<file path="src/rtl/axi_lite_addr_router_if.sv">
// Request-side routing bundle between the AXI-Lite master, the response muxes and the router.
// Latency: none, this is a signal bundle only.
// Backpressure: readies/valids arrive from the response mux; the router gates master valids only.
// Ports: m_* master/response-mux handshakes and addresses; wsel/rsel mux selects;
//        s_awvalid/s_wvalid/s_arvalid one-hot per-slave valids; err_wcnt/err_rcnt decode-error counts.
interface axi_lite_addr_router_if #(
    parameter int ADDR_WIDTH = 32
);
    logic [ADDR_WIDTH-1:0] m_awaddr;
    logic                  m_awvalid;
    logic                  m_awready;
    logic                  m_wvalid;
    logic                  m_wready;
    logic                  m_bvalid;
    logic                  m_bready;
    logic [ADDR_WIDTH-1:0] m_araddr;
    logic                  m_arvalid;
    logic                  m_arready;
    logic                  m_rvalid;
    logic                  m_rready;
    logic [2:0]            wsel;
    logic [2:0]            rsel;
    logic [5:0]            s_awvalid;
    logic [5:0]            s_wvalid;
    logic [5:0]            s_arvalid;
    logic [7:0]            err_wcnt;
    logic [7:0]            err_rcnt;

    // Master side: the AXI-Lite master plus the response muxes feeding the router.
    modport master (
        output m_awaddr, m_awvalid, m_awready, m_wvalid, m_wready, m_bvalid, m_bready,
        output m_araddr, m_arvalid, m_arready, m_rvalid, m_rready,
        input  wsel, rsel, s_awvalid, s_wvalid, s_arvalid, err_wcnt, err_rcnt
    );

    // Slave side: the router itself.
    modport slave (
        input  m_awaddr, m_awvalid, m_awready, m_wvalid, m_wready, m_bvalid, m_bready,
        input  m_araddr, m_arvalid, m_arready, m_rvalid, m_rready,
        output wsel, rsel, s_awvalid, s_wvalid, s_arvalid, err_wcnt, err_rcnt
    );
endinterface

</file>
<file path="src/rtl/axi_lite_addr_router.sv">
// AXI-Lite 1:6 request router: decodes AW/AR address top bits, steers master valids one-hot, holds mux selects.
// Latency: 1 cycle decode (select registered on the valid edge); slave valids are combinational afterwards.
// Backpressure: none added; each phase advances only on the master valid/ready handshake from the response mux.
// Ports: aclk, aresetn (async active-low); bus = slave modport of axi_lite_addr_router_if.
module axi_lite_addr_router #(
    parameter int ADDR_WIDTH = 32
) (
    input  logic                    aclk,
    input  logic                    aresetn,
    axi_lite_addr_router_if.slave   bus
);
    localparam logic [2:0] SEL_ERR  = 3'b110;
    localparam logic [2:0] SEL_IDLE = 3'b111;

    typedef enum logic [1:0] {W_IDLE, W_ADDR, W_DATA, W_RESP} w_state_e;
    typedef enum logic [1:0] {R_IDLE, R_ADDR, R_DATA} r_state_e;

    w_state_e   w_state_q, w_state_d;
    r_state_e   r_state_q, r_state_d;
    logic [2:0] wsel_q, wsel_d;
    logic [2:0] rsel_q, rsel_d;
    logic [7:0] err_wcnt_q, err_wcnt_d;
    logic [7:0] err_rcnt_q, err_rcnt_d;
    logic       aw_gate, w_gate, ar_gate;
    logic [5:0] s_awvalid, s_wvalid, s_arvalid;

    // Indices 6 and 7 have no slave behind them and go to the error slot.
    function automatic logic [2:0] decode(input logic [2:0] idx);
        return (idx >= 3'd6) ? SEL_ERR : idx;
    endfunction

    always_ff @(posedge aclk or negedge aresetn) begin
        if (!aresetn) begin
            w_state_q  <= W_IDLE;
            r_state_q  <= R_IDLE;
            wsel_q     <= SEL_IDLE;
            rsel_q     <= SEL_IDLE;
            err_wcnt_q <= 8'd0;
            err_rcnt_q <= 8'd0;
        end else begin
            w_state_q  <= w_state_d;
            r_state_q  <= r_state_d;
            wsel_q     <= wsel_d;
            rsel_q     <= rsel_d;
            err_wcnt_q <= err_wcnt_d;
            err_rcnt_q <= err_rcnt_d;
        end
    end

    // Write channel
    always_comb begin
        w_state_d  = w_state_q;
        wsel_d     = wsel_q;
        err_wcnt_d = err_wcnt_q;
        aw_gate    = 1'b0;
        w_gate     = 1'b0;
        case (w_state_q)
            W_IDLE: begin
                if (bus.m_awvalid) begin
                    wsel_d    = decode(bus.m_awaddr[ADDR_WIDTH-1 -: 3]);
                    w_state_d = W_ADDR;
                end
            end
            W_ADDR: begin
                aw_gate = 1'b1;
                if (bus.m_awvalid && bus.m_awready) begin
                    w_state_d = W_DATA;
                    if (wsel_q == SEL_ERR && err_wcnt_q != 8'hFF) begin
                        err_wcnt_d = err_wcnt_q + 8'd1;
                    end
                end
            end
            W_DATA: begin
                w_gate = 1'b1;
                if (bus.m_wvalid && bus.m_wready) begin
                    w_state_d = W_RESP;
                end
            end
            W_RESP: begin
                // Select stays live through the B handshake edge, then parks at idle.
                if (bus.m_bvalid && bus.m_bready) begin
                    w_state_d = W_IDLE;
                    wsel_d    = SEL_IDLE;
                end
            end
            default: begin
                w_state_d = W_IDLE;
                wsel_d    = SEL_IDLE;
            end
        endcase
    end

    // Read channel
    always_comb begin
        r_state_d  = r_state_q;
        rsel_d     = rsel_q;
        err_rcnt_d = err_rcnt_q;
        ar_gate    = 1'b0;
        case (r_state_q)
            R_IDLE: begin
                if (bus.m_arvalid) begin
                    rsel_d    = decode(bus.m_araddr[ADDR_WIDTH-1 -: 3]);
                    r_state_d = R_ADDR;
                end
            end
            R_ADDR: begin
                ar_gate = 1'b1;
                if (bus.m_arvalid && bus.m_arready) begin
                    r_state_d = R_DATA;
                    if (rsel_q == SEL_ERR && err_rcnt_q != 8'hFF) begin
                        err_rcnt_d = err_rcnt_q + 8'd1;
                    end
                end
            end
            R_DATA: begin
                if (bus.m_rvalid && bus.m_rready) begin
                    r_state_d = R_IDLE;
                    rsel_d    = SEL_IDLE;
                end
            end
            default: begin
                r_state_d = R_IDLE;
                rsel_d    = SEL_IDLE;
            end
        endcase
    end

    // Error and idle codes match no slave index, so they never raise a slave valid.
    always_comb begin
        s_awvalid = 6'b0;
        s_wvalid  = 6'b0;
        s_arvalid = 6'b0;
        for (int i = 0; i < 6; i++) begin
            s_awvalid[i] = aw_gate && bus.m_awvalid && (wsel_q == 3'(i));
            s_wvalid[i]  = w_gate  && bus.m_wvalid  && (wsel_q == 3'(i));
            s_arvalid[i] = ar_gate && bus.m_arvalid && (rsel_q == 3'(i));
        end
    end

    assign bus.wsel      = wsel_q;
    assign bus.rsel      = rsel_q;
    assign bus.s_awvalid = s_awvalid;
    assign bus.s_wvalid  = s_wvalid;
    assign bus.s_arvalid = s_arvalid;
    assign bus.err_wcnt  = err_wcnt_q;
    assign bus.err_rcnt  = err_rcnt_q;
endmodule

</file>
<file path="src/flat_wrapper.sv">
// flat-port wrapper written by rule: the top's interface ports become plain ports
module axi_lite_addr_router_flat 
#(
    parameter int ADDR_WIDTH = 32
)
  (aclk, aresetn, bus_m_awaddr, bus_m_awvalid, bus_m_awready, bus_m_wvalid, bus_m_wready, bus_m_bvalid, bus_m_bready, bus_m_araddr, bus_m_arvalid, bus_m_arready, bus_m_rvalid, bus_m_rready, bus_wsel, bus_rsel, bus_s_awvalid, bus_s_wvalid, bus_s_arvalid, bus_err_wcnt, bus_err_rcnt);
  axi_lite_addr_router_if #(.ADDR_WIDTH(ADDR_WIDTH)) bus_i ();
  input  logic aclk;
  input  logic aresetn;
  input wire logic [$bits(bus_i.m_awaddr)-1:0] bus_m_awaddr;
  input wire logic [$bits(bus_i.m_awvalid)-1:0] bus_m_awvalid;
  input wire logic [$bits(bus_i.m_awready)-1:0] bus_m_awready;
  input wire logic [$bits(bus_i.m_wvalid)-1:0] bus_m_wvalid;
  input wire logic [$bits(bus_i.m_wready)-1:0] bus_m_wready;
  input wire logic [$bits(bus_i.m_bvalid)-1:0] bus_m_bvalid;
  input wire logic [$bits(bus_i.m_bready)-1:0] bus_m_bready;
  input wire logic [$bits(bus_i.m_araddr)-1:0] bus_m_araddr;
  input wire logic [$bits(bus_i.m_arvalid)-1:0] bus_m_arvalid;
  input wire logic [$bits(bus_i.m_arready)-1:0] bus_m_arready;
  input wire logic [$bits(bus_i.m_rvalid)-1:0] bus_m_rvalid;
  input wire logic [$bits(bus_i.m_rready)-1:0] bus_m_rready;
  output wire logic [$bits(bus_i.wsel)-1:0] bus_wsel;
  output wire logic [$bits(bus_i.rsel)-1:0] bus_rsel;
  output wire logic [$bits(bus_i.s_awvalid)-1:0] bus_s_awvalid;
  output wire logic [$bits(bus_i.s_wvalid)-1:0] bus_s_wvalid;
  output wire logic [$bits(bus_i.s_arvalid)-1:0] bus_s_arvalid;
  output wire logic [$bits(bus_i.err_wcnt)-1:0] bus_err_wcnt;
  output wire logic [$bits(bus_i.err_rcnt)-1:0] bus_err_rcnt;
  assign bus_i.m_awaddr = bus_m_awaddr;
  assign bus_i.m_awvalid = bus_m_awvalid;
  assign bus_i.m_awready = bus_m_awready;
  assign bus_i.m_wvalid = bus_m_wvalid;
  assign bus_i.m_wready = bus_m_wready;
  assign bus_i.m_bvalid = bus_m_bvalid;
  assign bus_i.m_bready = bus_m_bready;
  assign bus_i.m_araddr = bus_m_araddr;
  assign bus_i.m_arvalid = bus_m_arvalid;
  assign bus_i.m_arready = bus_m_arready;
  assign bus_i.m_rvalid = bus_m_rvalid;
  assign bus_i.m_rready = bus_m_rready;
  assign bus_wsel = bus_i.wsel;
  assign bus_rsel = bus_i.rsel;
  assign bus_s_awvalid = bus_i.s_awvalid;
  assign bus_s_wvalid = bus_i.s_wvalid;
  assign bus_s_arvalid = bus_i.s_arvalid;
  assign bus_err_wcnt = bus_i.err_wcnt;
  assign bus_err_rcnt = bus_i.err_rcnt;
  axi_lite_addr_router #(.ADDR_WIDTH(ADDR_WIDTH)) u_core (.aclk(aclk), .aresetn(aresetn), .bus(bus_i));
endmodule
</file>
<file path="config.mk">
export PLATFORM = sky130hd
export DESIGN_NAME = axi_lite_addr_router_flat
export DESIGN_NICKNAME = d
export VERILOG_FILES = /design/src/rtl/axi_lite_addr_router_if.sv /design/src/rtl/axi_lite_addr_router.sv /design/src/flat_wrapper.sv
export SDC_FILE = /design/constraint.sdc
export NUM_CORES = 1
export LEC_CHECK = 0
export BUFFER_PORTS_ARGS = -buffer_cell sky130_fd_sc_hd__buf_2
export CAP_MARGIN = 20
export CORE_ASPECT_RATIO = 2
export CORE_MARGIN = 4
export CORE_UTILIZATION = 42
export CTS_CLUSTER_DIAMETER = 120
export DETAILED_ROUTE_END_ITERATION = 6
export GPL_TIMING_DRIVEN = 0
export PLACE_DENSITY = 0.88
export SKIP_CTS_REPAIR_TIMING = 1
export SLEW_MARGIN = 20
export SYNTH_ARGS = -nofsm -noshare
export SYNTH_HDL_FRONTEND = slang
export SYNTH_SLANG_ARGS = --single-unit
</file>
<file path="constraint.sdc">
create_clock -name aclk -period 5.4 [get_ports aclk]
set_input_delay 0.81 -clock aclk [delete_from_list [all_inputs] [get_ports aclk]]
set_output_delay 0.81 -clock aclk [all_outputs]
set_load 0.02 [all_outputs]
</file>
==> flow_metrics.tcl <==
set metrics [dict create \
    p_comb_share_pct 41.2 \
    cts.sinks 26 \
    setup_viol 0 \
    cts_buffer_depth 2 \
    p_leak_nw 0.935 \
    synth_nets 234 \
    grt_overflow 0 \
    yosys_warnings 0 \
    yosys_most_used_dff "dfrtp_1" \
    num_rows 30 \
    grt_setup_unrepaired "false" \
    setup_tns_ns 0 \
    synth_edf_count 0 \
    insertedDiodeCount 0 \
    core_area_um2 3380 \
    chipWidth_um 49.8 \
    place.gp.congestion 0.741 \
    fillers 326 \
    cts_inserted_buffers 3 \
    fin_nets 296 \
    syn_inst 152 \
    cts_tree "yes" \
    fin_area_um2 1870 \
    placed_cell_area_um2 1800 \
    critical_path_arrival_ns 1.64 \
    die-area_um2 4570 \
    vias_per_cell 5.50 \
    power_density_nw_per_um2 450 \
    async_flop_share_pct 100 \
    worstSetupPathType "reg -> out" \
    swShare_pct 41.6 \
    p_int_uw 491 \
    hp-class "reg -> reg" \
    drt-pass1-iter-count 4 \
    p_switching_uw 349 \
    drtAntennaViolNets 0 \
    pwr-share-clk_pct 19.1 \
    grt_max_degree 27 \
    ctsRootBufferMaster "clkbuf_8" \
    critPathLaunchType "register" \
    fmax_ghz 0.409 \
    postLayoutCoreUtil_pct 55.3 \
    drc 0 \
    grt_pass1_wl_um 5840 \
    ys_seq_elements 26 \
    area_delta_synth_final_pct 27.0 \
    initial_core_util_pct 43.5 \
    io_buffer_count 57 \
    slew_viol_final 0 \
    vias 1347 \
    crit_path_end_kind "output port" \
    finalCritPeriodShare_pct 45.3 \
    wirelength_um 3360 \
    grtUsageTotal_pct 15.6 \
    relSlewSlack_pct 40.8 \
    ys_types 37 \
    clock_skew_ns 0.00915 \
    antenna_found_initial 0 \
    outcome "completed" \
    yosysSeqAreaShare_pct 44.8 \
    syn_area_um2 1470 \
    ir_worst_vdd_v 0.000298 \
    drv_cap 0 \
    die_height_um 91.7 \
    crit_fanout 9 \
    worstMarginPinSlew_ns 0.866 \
    clk_pin_slew_ns 0.10 \
    grt_pass1_vias 1347 \
    cp.required_ns 4.59 \
    initialDrtViolationCount 20 \
    ioPinCount 116 \
    seq_power_share_pct 39.7 \
    cts.htree.levels 1 \
    drive_gt1_share_pct 36.6 \
    clk_latency_ns 0.27 \
    period_needed_ns 2.45 \
    avgSynthCellArea_um2 9.67 \
    avgRoutedWirePerCell_um 13.7 \
    dp_hpwl_um 2680 \
    final_hold_viol_count 0 \
]
worst max-delay path, stage by stage, from the launching register on:
cell and delay, ns:
dfstp_2 0.53, clkbuf_1 0.30, nand2_1 0.18, nor3_1 0.16, buf_2 0.19
area by class of cell:
cell class	instances	area [µm²]	share of cell area [%]
inverter	7	26.3	1.41
buffer	2	7.51	0.402
timing repair buffer	57	285	15.3
tap	32	40.0	2.14
sequential	26	658	35.3
clock inverter	1	30.0	1.61
multi-input combinational	117	778	41.7
clock buffer	3	41.3	2.21
power groups by stage:
stage	logic [mW]	clock network [mW]	registers, mW
after floorplan	0.199	0	0.372
after global placement	0.339	0	0.333
after detailed placement	0.350	0	0.338
after CTS	0.352	0.165	0.334
after global routing	0.388	0.172	0.346
final	0.347	0.161	0.334
cells in the final DEF (no fill, tap or decap), drive strengths merged, types with 2 or more instances in the layout:
cell type / n
a21boi: 2
and2b: 2
nor2: 10
dfrtp: 20
clkbuf: 5
nor3: 8
a2111oi: 2
xnor2: 8
nor4: 4
nand4: 2
and4: 2
or3: 2
nand3: 12
nand2b: 2
dfstp: 6
buf: 57
nor4b: 3
inv: 7
xor2: 3
and3: 2
a21oi: 5
o21ai: 9
ha: 6
nand2: 18
mux2: 5
cells by family (layout without fill, tap and decap cells):
family / count (synthesis) / count (layout) / share of synthesized area (%)
compound gates: 21 / 21 / 9.62
fa+ha+maj: 6 / 6 / 5.11
flops: 26 / 26 / 44.8
xor+xnor: 11 / 11 / 6.55
buf+inv: 9 / 70 / 2.30
mux: 5 / 5 / 3.83
simple gates: 74 / 74 / 27.8
metal layers:
layer	vias to the layer above	global-route usage, %	wire [µm]
met1	637	15.1	1260
met2	38	31.5	1900
met3	4	1.63	156
met4	0	6.24	52
met5	-	0	0
li1	668	-	-
worst paths after layout:
check | from | endpoint | slack, ns | cells after the start
worst max-delay path | u_core.bus.wsel[0]$_DFFE_PN1P_ | bus_s_awvalid[1] | 2.95 | 4
worst min-delay path | u_core.bus.err_rcnt[5]$_DFFE_PN0P_ | u_core.bus.err_rcnt[5]$_DFFE_PN0P_ | 0.49 | 1
min in group asynchronous | aresetn | u_core.bus.err_rcnt[5]$_DFFE_PN0P_ | 0.52 | 1
worst max register to register | u_core.bus.wsel[1]$_DFFE_PN1P_ | u_core.bus.err_wcnt[1]$_DFFE_PN0P_ | 3.35 | 4
worst min register to register | u_core.bus.err_rcnt[5]$_DFFE_PN0P_ | u_core.bus.err_rcnt[5]$_DFFE_PN0P_ | 0.49 | 1
max in group asynchronous | aresetn | u_core.bus.err_wcnt[1]$_DFFE_PN0P_ | 4.49 | 1
flip-flops by register name, indices dropped and copies added, names as in the netlist:
register,flops
u_core.bus.err_rcnt,8
u_core.bus.err_wcnt,8
u_core.bus.rsel,3
u_core.bus.wsel,3
u_core.r_state_q,2
u_core.w_state_q,2
cell usage after synthesis (all sizes together), types with 3 or more instances:
| cell | count | area share [%] |
|---|---|---|
| a21oi | 5 | 1.7 |
| dfrtp | 20 | 34 |
| dfstp | 6 | 11 |
| ha | 6 | 5.1 |
| inv | 7 | 1.8 |
| mux2 | 5 | 3.8 |
| nand2 | 18 | 4.6 |
| nand3 | 12 | 4.1 |
| nor2 | 10 | 2.6 |
| nor3 | 8 | 2.7 |
| nor4 | 4 | 1.7 |
| nor4b | 3 | 1.8 |
| o21ai | 9 | 3.1 |
| xnor2 | 8 | 4.8 |
| xor2 | 3 | 1.8 |
stage by stage:
step | instances | hold WS [ns] | power [mW] | setup slack (ns)
final | 245 | 0.489 | 0.841 | 2.95
after global routing | 245 | 0.535 | 0.906 | 2.78
after CTS | 245 | 0.491 | 0.851 | 2.96
after detailed placement | 241 | 0.477 | 0.688 | 3.07
after global placement | 241 | 0.476 | 0.671 | 3.09
after floorplan | 152 | 0.502 | 0.571 | 3.00
(Power assumes the default switching activity.)
